[config.mk]
export PLATFORM = sky130hd
export DESIGN_NAME = ppt_fire_sequencer
export DESIGN_NICKNAME = d
export VERILOG_FILES = /design/src/rtl/ppt_fire_sequencer.sv
export SDC_FILE = /design/constraint.sdc
export NUM_CORES = 1
export LEC_CHECK = 0
export CORE_ASPECT_RATIO = 0.8
export CORE_MARGIN = 5
export CORE_UTILIZATION = 47
export CTS_CLUSTER_DIAMETER = 120
export DETAILED_ROUTE_END_ITERATION = 10
export GPL_TIMING_DRIVEN = 0
export PLACE_DENSITY = 0.76
export SYNTH_ARGS = -nofsm -noshare
export SYNTH_HDL_FRONTEND = slang
export SYNTH_SLANG_ARGS = --single-unit
[constraint.sdc]
create_clock -name clk -period 4 [get_ports clk]
set_input_delay 1 -clock clk [delete_from_list [all_inputs] [get_ports clk]]
set_output_delay 1 -clock clk [all_outputs]
set_load 0.01 [all_outputs]
[src/rtl/ppt_fire_sequencer.sv]
// PPT discharge sequencer: turns each rising edge of fire_req into
// CHARGE -> DEAD -> IGNITE -> HOLDOFF, with charge timeout, fault latch and shot counters.
module ppt_fire_sequencer #(
  parameter int CNT_W          = 14,
  parameter int DEAD_CYCLES    = 4,
  parameter int IGN_CYCLES     = 8,
  parameter int HOLDOFF_CYCLES = 16
) (
  input  logic             clk,
  input  logic             rst_n,
  input  logic             enable,
  input  logic             fire_req,
  input  logic             cap_ready,
  input  logic [CNT_W-1:0] charge_timeout,
  input  logic             fault_clr,
  output logic             charge_en,
  output logic             ignite,
  output logic             busy,
  output logic             fault,
  output logic [7:0]       fire_count,
  output logic [7:0]       missed_count
);

  typedef enum logic [2:0] {
    S_IDLE    = 3'd0,
    S_CHARGE  = 3'd1,
    S_DEAD    = 3'd2,
    S_IGNITE  = 3'd3,
    S_HOLDOFF = 3'd4,
    S_FAULT   = 3'd5
  } state_t;

  localparam logic [CNT_W-1:0] ONE          = CNT_W'(1);
  localparam logic [CNT_W-1:0] DEAD_LAST    = CNT_W'(DEAD_CYCLES - 1);
  localparam logic [CNT_W-1:0] IGN_LAST     = CNT_W'(IGN_CYCLES - 1);
  localparam logic [CNT_W-1:0] HOLDOFF_LAST = CNT_W'(HOLDOFF_CYCLES - 1);

  state_t           state_q, state_d;
  logic [CNT_W-1:0] timer_q, timer_d;
  logic [7:0]       fire_count_q, fire_count_d;
  logic [7:0]       missed_count_q, missed_count_d;
  logic             cap_meta_q, cap_s_q;
  logic             fire_req_q;
  logic             req_edge;
  logic             timeout_hit;
  logic             active;

  // State register, cap_ready synchronizer, fire_req edge detector and counters.
  always_ff @(posedge clk or negedge rst_n) begin
    if (!rst_n) begin
      state_q        <= S_IDLE;
      timer_q        <= '0;
      fire_count_q   <= 8'd0;
      missed_count_q <= 8'd0;
      cap_meta_q     <= 1'b0;
      cap_s_q        <= 1'b0;
      fire_req_q     <= 1'b0;
    end else begin
      state_q        <= state_d;
      timer_q        <= timer_d;
      fire_count_q   <= fire_count_d;
      missed_count_q <= missed_count_d;
      cap_meta_q     <= cap_ready;
      cap_s_q        <= cap_meta_q;
      fire_req_q     <= fire_req;
    end
  end

  assign req_edge = fire_req & ~fire_req_q;
  // A zero timeout behaves like a one-cycle charge window rather than wrapping the timer.
  assign timeout_hit = (charge_timeout == '0) || (timer_q == (charge_timeout - ONE));
  assign active = (state_q == S_CHARGE) || (state_q == S_DEAD) ||
                  (state_q == S_IGNITE) || (state_q == S_HOLDOFF);

  always_comb begin
    state_d = state_q;
    if (active && !enable) begin
      state_d = S_IDLE;
    end else begin
      case (state_q)
        S_IDLE:    if (req_edge && enable) state_d = S_CHARGE;
        S_CHARGE: begin
          if (cap_s_q)          state_d = S_DEAD;
          else if (timeout_hit) state_d = S_FAULT;
        end
        S_DEAD:    if (timer_q == DEAD_LAST)    state_d = S_IGNITE;
        S_IGNITE:  if (timer_q == IGN_LAST)     state_d = S_HOLDOFF;
        S_HOLDOFF: if (timer_q == HOLDOFF_LAST) state_d = S_IDLE;
        S_FAULT:   if (fault_clr)               state_d = S_IDLE;
        default:   state_d = S_IDLE;
      endcase
    end

    timer_d = (state_d != state_q) ? '0 : (active ? timer_q + ONE : '0);

    fire_count_d = fire_count_q;
    if (state_q == S_IGNITE && state_d == S_HOLDOFF) fire_count_d = fire_count_q + 8'd1;

    missed_count_d = missed_count_q;
    if (req_edge && (state_q != S_IDLE || !enable) && missed_count_q != 8'hFF)
      missed_count_d = missed_count_q + 8'd1;
  end

  // Moore outputs; the one-hot decode keeps charge_en and ignite mutually exclusive.
  always_comb begin
    charge_en = (state_q == S_CHARGE);
    ignite    = (state_q == S_IGNITE);
    fault     = (state_q == S_FAULT);
    busy      = (state_q != S_IDLE);
  end

  assign fire_count   = fire_count_q;
  assign missed_count = missed_count_q;

endmodule

# == Word level (Yosys, flattened, before mapping) ==
# Index checks and enable logic that the tools add are counted.
# word_totals
in_bits,20
wordCells,50
register_bits,36
out_inout_bits,20
# op_classes
reduce_logical,14
n_eq_ne,12
n_addsub,4
bitwise,2
muxes,11
# op_table
operator,count
14-bit two-way mux,2
3-bit two-way mux,8
3-bit one-hot mux with 6 select lines,1
8-bit by 1-bit adder with 8-bit output (second input constant),2
14-bit by 1-bit adder with 14-bit output (second input constant),1
14-bit == test,1
14-bit by 2-bit == test with 1-bit output (second input constant),1
14-bit by 3-bit == test with 1-bit output (second input constant),1
14-bit by 4-bit == test with 1-bit output (second input constant),1
14-bit zero test,1
14-bit by 1-bit subtractor with 14-bit output (second input constant),1
3-bit == test (second input constant),3
8-bit != test (second input constant),1
3-bit by 2-bit == test with 1-bit output (second input constant),2
1-bit logical AND,5
1-bit logical OR,5
3-bit by 1-bit == test with 1-bit output (second input constant),1
3-bit zero test,1
3-bit != test,1
3-bit nonzero test,1
1-bit bitwise AND,1
1-bit zero test,1
1-bit NOT,1

# == Logic depth before layout (Yosys ltp) ==
# Gate-level depths: netlist (run 1).
# depth
ltp_word,9
depth_mapped,10
depth_no_buf,9

# == Worst setup path after synthesis (run 1) ==
# No wires, ideal clock.
# synth_path
path_kind,input-to-reg
start,input charge_timeout[4]
end,register timer_q[7]
path_slack_ns,0.632
n_path_buf,2
stages,9
arrival_time_ns,3.297
t_required_ns,3.929
setup_ns,0.071
path_cell_list,buf_6 or3_4 or4_4 nor4_2 a211oi_1 o41ai_2 mux2_4 buf_12 nor2_1
# synth_via
elab_chain_cells,9
word_cells_on_any_way,10
cone_classes,add/sub: 1; eq/ne: 2; mux: 5; reduce/logical: 2
# synth_lines
item,line,source
"start, declared",14,"input logic [CNT_W-1:0] charge_timeout,"
14-bit by 1-bit subtractor with 14-bit output,71,assign timeout_hit = (charge_timeout == '0) || (timer_q == (charge_timeout - ONE));
14-bit == test,71,
1-bit logical OR (*),71,
3-bit two-way mux (*),84,else if (timeout_hit) state_d = S_FAULT;
3-bit two-way mux (*),83,if (cap_s_q) state_d = S_DEAD;
3-bit one-hot mux with 6 select lines (*),80,case (state_q)
3-bit two-way mux (*),77,if (active && !enable) begin
via state_d[2],38,"state_t state_q, state_d;"
3-bit != test (*),94,timer_d = (state_d != state_q) ? '0 : (active ? timer_q + ONE : '0);
14-bit two-way mux (*),94,
via timer_d[7],39,"logic [CNT_W-1:0] timer_q, timer_d;"
"end signal, assigned",60,timer_q <= timer_d;
"end, declared",39,
# The timed path passes the listed nets; every way through them passes the cells marked *.
# A chain may end at the register's enable or synchronous reset.

# == Final worst setup path (run 1) ==
# layout_path
start,input charge_timeout[2]
end,register timer_q[7]
# Same word-level chain as after synthesis.

==> results of run 1 <==
==> logic make-up after synthesis <==
logic type                 synth area share, %
AOI/OAI and AO/OA                         8.47
xor gates and xnor gates                  15.7
adders and majority gates                 2.66
buffers and inverters                     3.78
DFF                                       38.4
muxes                                     2.45
and+or+nand+nor                           28.6
==> area by class of cell <==
type	count	area (um2)	share of cell area, %
Multi-Input combinational cell	194	1370	47.6
Sequential cell	36	901	31.3
Timing Repair Buffer	37	365	12.7
Tap cell	62	77.6	2.69
Clock buffer	6	72.6	2.52
Buffer	11	66.3	2.30
Inverter	6	22.5	0.782
Clock inverter	1	5.00	0.174
==> layer usage <==
metal  vias to the layer above  global-route usage (%)  wire, um
met5                         -                       0         0
met1                       934                    24.8      2430
met3                         5                    4.06       279
met2                        45                    25.5      2360
li1                        966                       -         -
met4                         0                    3.47        44
==> worst paths after layout <==
| check | start | end | depth (start not counted) |
|---|---|---|---|
| max in group asynchronous | rst_n | timer_q[5] | 1 |
| min | cap_meta_q | cap_s_q | 0 |
| max | charge_timeout[2] | timer_q[7] | 9 |
| min in group asynchronous | rst_n | fire_count[3] | 1 |
| min reg2reg | cap_meta_q | cap_s_q | 0 |
| max reg2reg | timer_q[0] | timer_q[7] | 10 |
==> per-stage QoR <==
stage          worst slack (ns)  util [%]
2_1_floorplan             0.632         -
3_3_place_gp            -0.0329      56.8
3_5_place_dp            -0.0709      56.7
4_1_cts                   0.226      58.3
5_1_grt                  0.0657      58.6
6_report                  0.159      58.6
==> Yosys cell counts (2+ instances only) <==
cell type / number / area, um2
a211oi_1: 2 / 15.0
xor2_1: 21 / 184
nand4b_1: 2 / 17.5
xnor2_1: 21 / 184
nor3_1: 6 / 30.0
o21bai_1: 2 / 15.0
nand3_1: 6 / 30.0
mux2i_1: 2 / 20.0
clkbuf_1: 8 / 30.0
mux2_2: 2 / 22.5
ha_1: 5 / 62.6
inv_1: 6 / 22.5
nor2_2: 8 / 50.1
or3_1: 3 / 18.8
nand4_1: 13 / 81.3
o21ai_0: 4 / 20.0
a31oi_1: 3 / 18.8
a21oi_1: 5 / 25.0
and2_1: 3 / 18.8
nor2b_1: 5 / 31.3
or4_4: 2 / 22.5
dfrtp_1: 36 / 901
nor2_1: 19 / 71.3
and3_1: 3 / 18.8
nand2b_1: 5 / 31.3
nor4b_1: 4 / 35.0
nor4_1: 3 / 18.8
nor3b_1: 2 / 15.0
nand2_1: 18 / 67.6
nor4_2: 2 / 25.0
==> where the power goes <==
part / internal (mW) / total [mW] / switching (mW)
clock network: 0.118 / 0.242 / 0.124
registers: 0.392 / 0.426 / 0.0340
logic: 0.106 / 0.191 / 0.0852
total: 0.616 / 0.859 / 0.243
==> registers in the layout (all words and copies together) (netlist names) <==
register / count
cap_meta_q: 1
cap_s_q: 1
fire_count: 8
fire_req_q: 1
missed_count: 8
state_q: 3
timer_q: 14
==> cells in the final DEF, fill, tap and decap left out, types with 5 or more instances in the layout <==
cell type,netlist,routed
nor3_1,6,6
dfrtp_1,36,36
clkdlybuf4s50_1,0,36
ha_1,5,5
nand2b_1,5,5
nor2_1,19,19
nor2_2,8,8
nand3_1,6,6
clkbuf_8,0,5
clkbuf_1,8,9
xnor2_1,21,21
inv_1,6,6
nand4_1,13,13
nor2b_1,5,5
a21oi_1,5,5
nand2_1,18,18
xor2_1,21,21
==> impl_metrics.py, run 1 <==
metrics = {
    "clocking": {
        "cts_max_level": 2,
        "cts-hold-fix-buffers": 0,
        "cts_tree": "yes",
        "root_buffer": "clkbuf_8",
        "clk_pin_slew_ns": 0.07,
        "cts_sinks": 36,
        "clock_path_buffers": 2,
        "cts_made_buffers": 5,
        "post_cts_buffers": 0,
        "worstSkewPairLatency_ns": 0.28,
        "cts_resized": 0,
    },
    "sta": {
        "whs_ns": 0.353,
        "rsz0062_at_grt": "false",
        "clock_skew_ns": 0.00566,
        "tns_ns": 0,
        "fin_crit_ns": 3.84,
        "worst_slew_pin_slew_ns": 0.823,
        "setup_viol": 0,
        "maxSlewHeadroom_pct": 44.7,
        "fmax_ghz": 0.260,
        "period_share_pct": 96.0,
        "slew_violations": 0,
        "finalHoldViolations": 0,
    },
    "place": {
        "io_buffers": 37,
        "routabilityCongestion": 0.907,
        "postPlaceCellArea_mm2": 0.00279,
        "dpl.cell_count": 346,
        "hpwl_mm": 3.95,
    },
    "die": {
        "die_width_um": 89.0,
        "rows": 23,
        "core-area_mm2": 0.00492,
        "die_h_um": 73.2,
        "top_level_ports": 40,
        "initial_core_util_pct": 47.7,
        "die_area_mm2": 0.00652,
    },
    "worst_setup_path": {
        "critPathSlowestCell": "or4_4",
        "arrival_ns": 4.06,
        "criticalPathCategory": "in2reg",
        "cp-start-kind": "primary input",
        "regToRegSetupSlack_ns": 0.89,
        "path_max_fanout": 10,
        "cpMostUsedCell": "or4_4",
        "cp.required_ns": 4.21,
        "path_cells": "clkdlybuf4s50_1 > or4_4 > or4_4 > nor4_2 > a211oi_1 > o41ai_2 > mux2_4 > buf_12 > nor2_1",
        "cpPeakStageDelay_ns": 0.56,
        "endpoint_kind": "register",
        "crit_buf_inv": 2,
        "critical_path.top_delay_family": "simple AND/OR/NAND/NOR gates",
    },
    "flow_run": {
        "maxCapViolCount": 0,
    },
    "routing": {
        "drcViolationCount": 0,
        "ant_nets": 0,
        "first_pass_iters": 4,
        "drtIter0Drc": 137,
        "vias_per_cell": 5.52,
        "wire_per_inst_um": 14.5,
        "wl_mm": 5.12,
        "via_count": 1950,
    },
    "power": {
        "p_per_area_mw_per_mm2": 298,
        "cellLeakagePower_nw": 1.15,
        "ir_drop_uv": 237,
        "finalPower_mw": 0.859,
    },
    "final_layout": {
        "insertedDiodeCount": 0,
        "drive_above_1_share_pct": 11.7,
        "n_fill_cell": 414,
        "area_growth_pct": 22.7,
        "nNetsFinal": 316,
        "finalNonFillerCells": 353,
        "stdcell_area_mm2": 0.00288,
    },
    "global_route": {
        "grt_antenna_before_repair": 0,
        "grt_max_degree": 37,
        "grt_overflow": 0,
        "global_route.usage.total_pct": 16.9,
        "grt_pass1_wl_mm": 8.68,
        "grt_pass1_vias": 1792,
    },
    "status": {
        "outcome": "completed",
    },
    "synthesis": {
        "yosys_warnings": 0,
        "ys_types": 56,
        "postSynthCellCount": 247,
        "synth-main-ff-cell": "dfrtp_1",
        "synthArstFlopShare_pct": 100,
        "syn-num-nets": 272,
        "ys_ff_latch": 36,
        "ys_seq_area_share_pct": 38.4,
        "syn_area_mm2": 0.00235,
        "avgSynthCellArea_um2": 9.51,
        "synth_edf_count": 0,
    },
    "hold_path": {
        "hold_path.class": "reg2reg",
    },
}
(Power assumes the default switching activity.)
==> inputs of run 2 (changes only) <==
--- a/config.mk
+++ b/config.mk
@@ -6,11 +6,9 @@
 export NUM_CORES = 1
 export LEC_CHECK = 0
 export CORE_ASPECT_RATIO = 0.8
-export CORE_MARGIN = 5
 export CORE_UTILIZATION = 47
 export CTS_CLUSTER_DIAMETER = 120
 export DETAILED_ROUTE_END_ITERATION = 10
-export GPL_TIMING_DRIVEN = 0
 export PLACE_DENSITY = 0.76
 export SYNTH_ARGS = -nofsm -noshare
 export SYNTH_HDL_FRONTEND = slang
==> run 2 against run 1 <==
Setup slack gained 0.24 ns. Via count grew 0.56%. Maximum frequency grew 6.7%. Clock skew grew 0.0014 ns. Clock-buffer cell count grew 1. Sequential share of layout area shrank 0.20 points. Clock power grew 5%. Total power grew 2.2%. Hold slack lost 0.0012 ns.
==> impl_metrics.py, run 2 (same netlist as run 1, synthesis figures left out) <==
metrics = {
    "clocking": {
        "clk_pin_slew_ns": 0.07,
        "post_cts_buffers": 0,
        "root_buffer": "clkbuf_8",
        "cts_made_buffers": 5,
        "cts_max_level": 2,
        "cts_tree": "yes",
        "cts_resized": 0,
        "cts_sinks": 36,
        "worstSkewPairLatency_ns": 0.29,
        "cts-hold-fix-buffers": 0,
        "clock_path_buffers": 2,
    },
    "power": {
        "clkPwrFrac_pct": 29.0,
        "power_frac_comb_pct": 22.0,
        "power.internal_mw": 0.626,
        "swShare_pct": 28.7,
        "p_seq_share_pct": 49.0,
        "switchingPower_mw": 0.252,
        "ir_drop_uv": 191,
        "cellLeakagePower_nw": 1.17,
        "p_per_area_mw_per_mm2": 303,
    },
    "routing": {
        "wire_per_inst_um": 15.1,
        "drtIter0Drc": 186,
        "wl_mm": 5.32,
        "drcViolationCount": 0,
        "ant_nets": 0,
        "vias_per_cell": 5.57,
        "first_pass_iters": 4,
        "via_count": 1961,
    },
    "worst_setup_path": {
        "regToRegSetupSlack_ns": 0.94,
        "cp-start-kind": "primary input",
        "path_max_fanout": 14,
        "worstReg2RegStart": "timer_q[0]",
        "reg2reg_depth": 8,
        "criticalPathCategory": "in2reg",
        "endpoint_kind": "register",
        "cp.required_ns": 4.22,
        "r2r_end": "timer_q[6]",
        "arrival_ns": 3.82,
    },
    "hold_path": {
        "whs_path_depth": 0,
        "worstHoldStart": "cap_meta_q",
        "holdPathEnd": "cap_s_q",
        "hold_path.class": "reg2reg",
    },
    "sta": {
        "period_share_pct": 90.0,
        "tns_ns": 0,
        "fmax_ghz": 0.278,
        "fin_crit_ns": 3.60,
        "setup_viol": 0,
        "finalHoldViolations": 0,
        "rsz0062_at_grt": "false",
        "worst_slew_pin_slew_ns": 0.547,
        "slew_violations": 0,
        "maxSlewHeadroom_pct": 63.0,
        "clock_skew_ns": 0.00706,
    },
    "die": {
        "top_level_ports": 40,
        "die_h_um": 65.2,
        "initial_core_util_pct": 50.2,
        "die_area_mm2": 0.00529,
        "core-area_mm2": 0.00468,
        "rows": 22,
        "die_width_um": 81.0,
    },
    "place": {
        "postPlaceCellArea_mm2": 0.00282,
        "hpwl_mm": 3.99,
        "io_buffers": 39,
        "routabilityCongestion": 0.863,
    },
    "global_route": {
        "grt_antenna_before_repair": 0,
        "global_route.usage.total_pct": 22.7,
        "grt_overflow": 0,
        "grt_max_degree": 37,
        "grt_pass1_wl_mm": 9.03,
        "grt_pass1_vias": 1886,
    },
    "final_layout": {
        "area_growth_pct": 23.5,
        "n_fill_cell": 406,
        "mostFrequentLayoutCells": "39 x clkdlybuf4s50_1, 36 x dfrtp_1, 21 x xor2_1, 21 x xnor2_1, 19 x nor2_1",
        "nNetsFinal": 316,
        "final_common_cell": "clkdlybuf4s50_1",
        "insertedDiodeCount": 0,
        "largest_reg_flops": 14,
        "drive_above_1_share_pct": 13.0,
        "top_register": "timer_q",
        "stdcell_area_mm2": 0.00290,
    },
    "flow_run": {
        "maxCapViolCount": 0,
    },
    "status": {
        "outcome": "completed",
    },
}
-- run 2: routing by layer --
metal	part of all wire (%)	global-route usage [%]	vias up
li1	-	-	965
met1	49	32.8	931
met2	45	34.1	61
met3	5.5	3.89	4
met4	0.85	8.04	0
met5	0	0	-
-- run 2: cell type report --
class / count / area, um2 / share of cell area [%]
multi-input cells: 194 / 1360 / 46.9
repair buffers: 48 / 458 / 15.8
well taps: 60 / 75.1 / 2.59
clock inverters: 1 / 8.76 / 0.302
flip-flops and latches: 36 / 901 / 31.1
clock buffers: 7 / 76.3 / 2.63
inverters: 6 / 22.5 / 0.777
-- run 2: through the flow --
step	power, mW	instances	utilization, %	hold slack [ns]	setup WS (ns)
floorplan	0.518	247	-	0.331	0.632
global placement	0.624	344	60.2	0.333	0.170
detailed placement	0.631	344	60.2	0.336	0.102
CTS	0.886	352	62.0	0.354	0.403
global route	0.919	352	62.0	0.360	0.297
finish	0.878	352	62.0	0.352	0.399
-- run 2: critical path, cell delays in order --
cell and delay [ns]:
clkdlybuf4s50_1 0.46, or4_4 0.58, or4_4 0.45, nor4_2 0.23
a211oi_1 0.09, o41ai_2 0.42, mux2_4 0.44, nor2_2 0.14
-- run 2: worst max path at each step --
stage | startpoint | slack [ns] | depth (start not counted) | end
global placement | charge_timeout[1] | 0.17 | 8 | timer_q[1]
detailed placement | charge_timeout[1] | 0.10 | 8 | timer_q[1]
global route | charge_timeout[1] | 0.30 | 8 | timer_q[1]
CTS | charge_timeout[1] | 0.40 | 8 | timer_q[1]
finish | charge_timeout[1] | 0.40 | 8 | timer_q[6]
floorplan | charge_timeout[4] | 0.63 | 9 | timer_q[7]
-- run 2: power by group through the flow --
| stage | clock, mW | sequential, mW | combinational [mW] |
|---|---|---|---|
| after global routing | 0.274 | 0.435 | 0.210 |
| after global placement | 0 | 0.435 | 0.189 |
| after detailed placement | 0 | 0.436 | 0.195 |
| after CTS | 0.262 | 0.429 | 0.195 |
| after floorplan | 0 | 0.440 | 0.0787 |
| final | 0.255 | 0.430 | 0.193 |
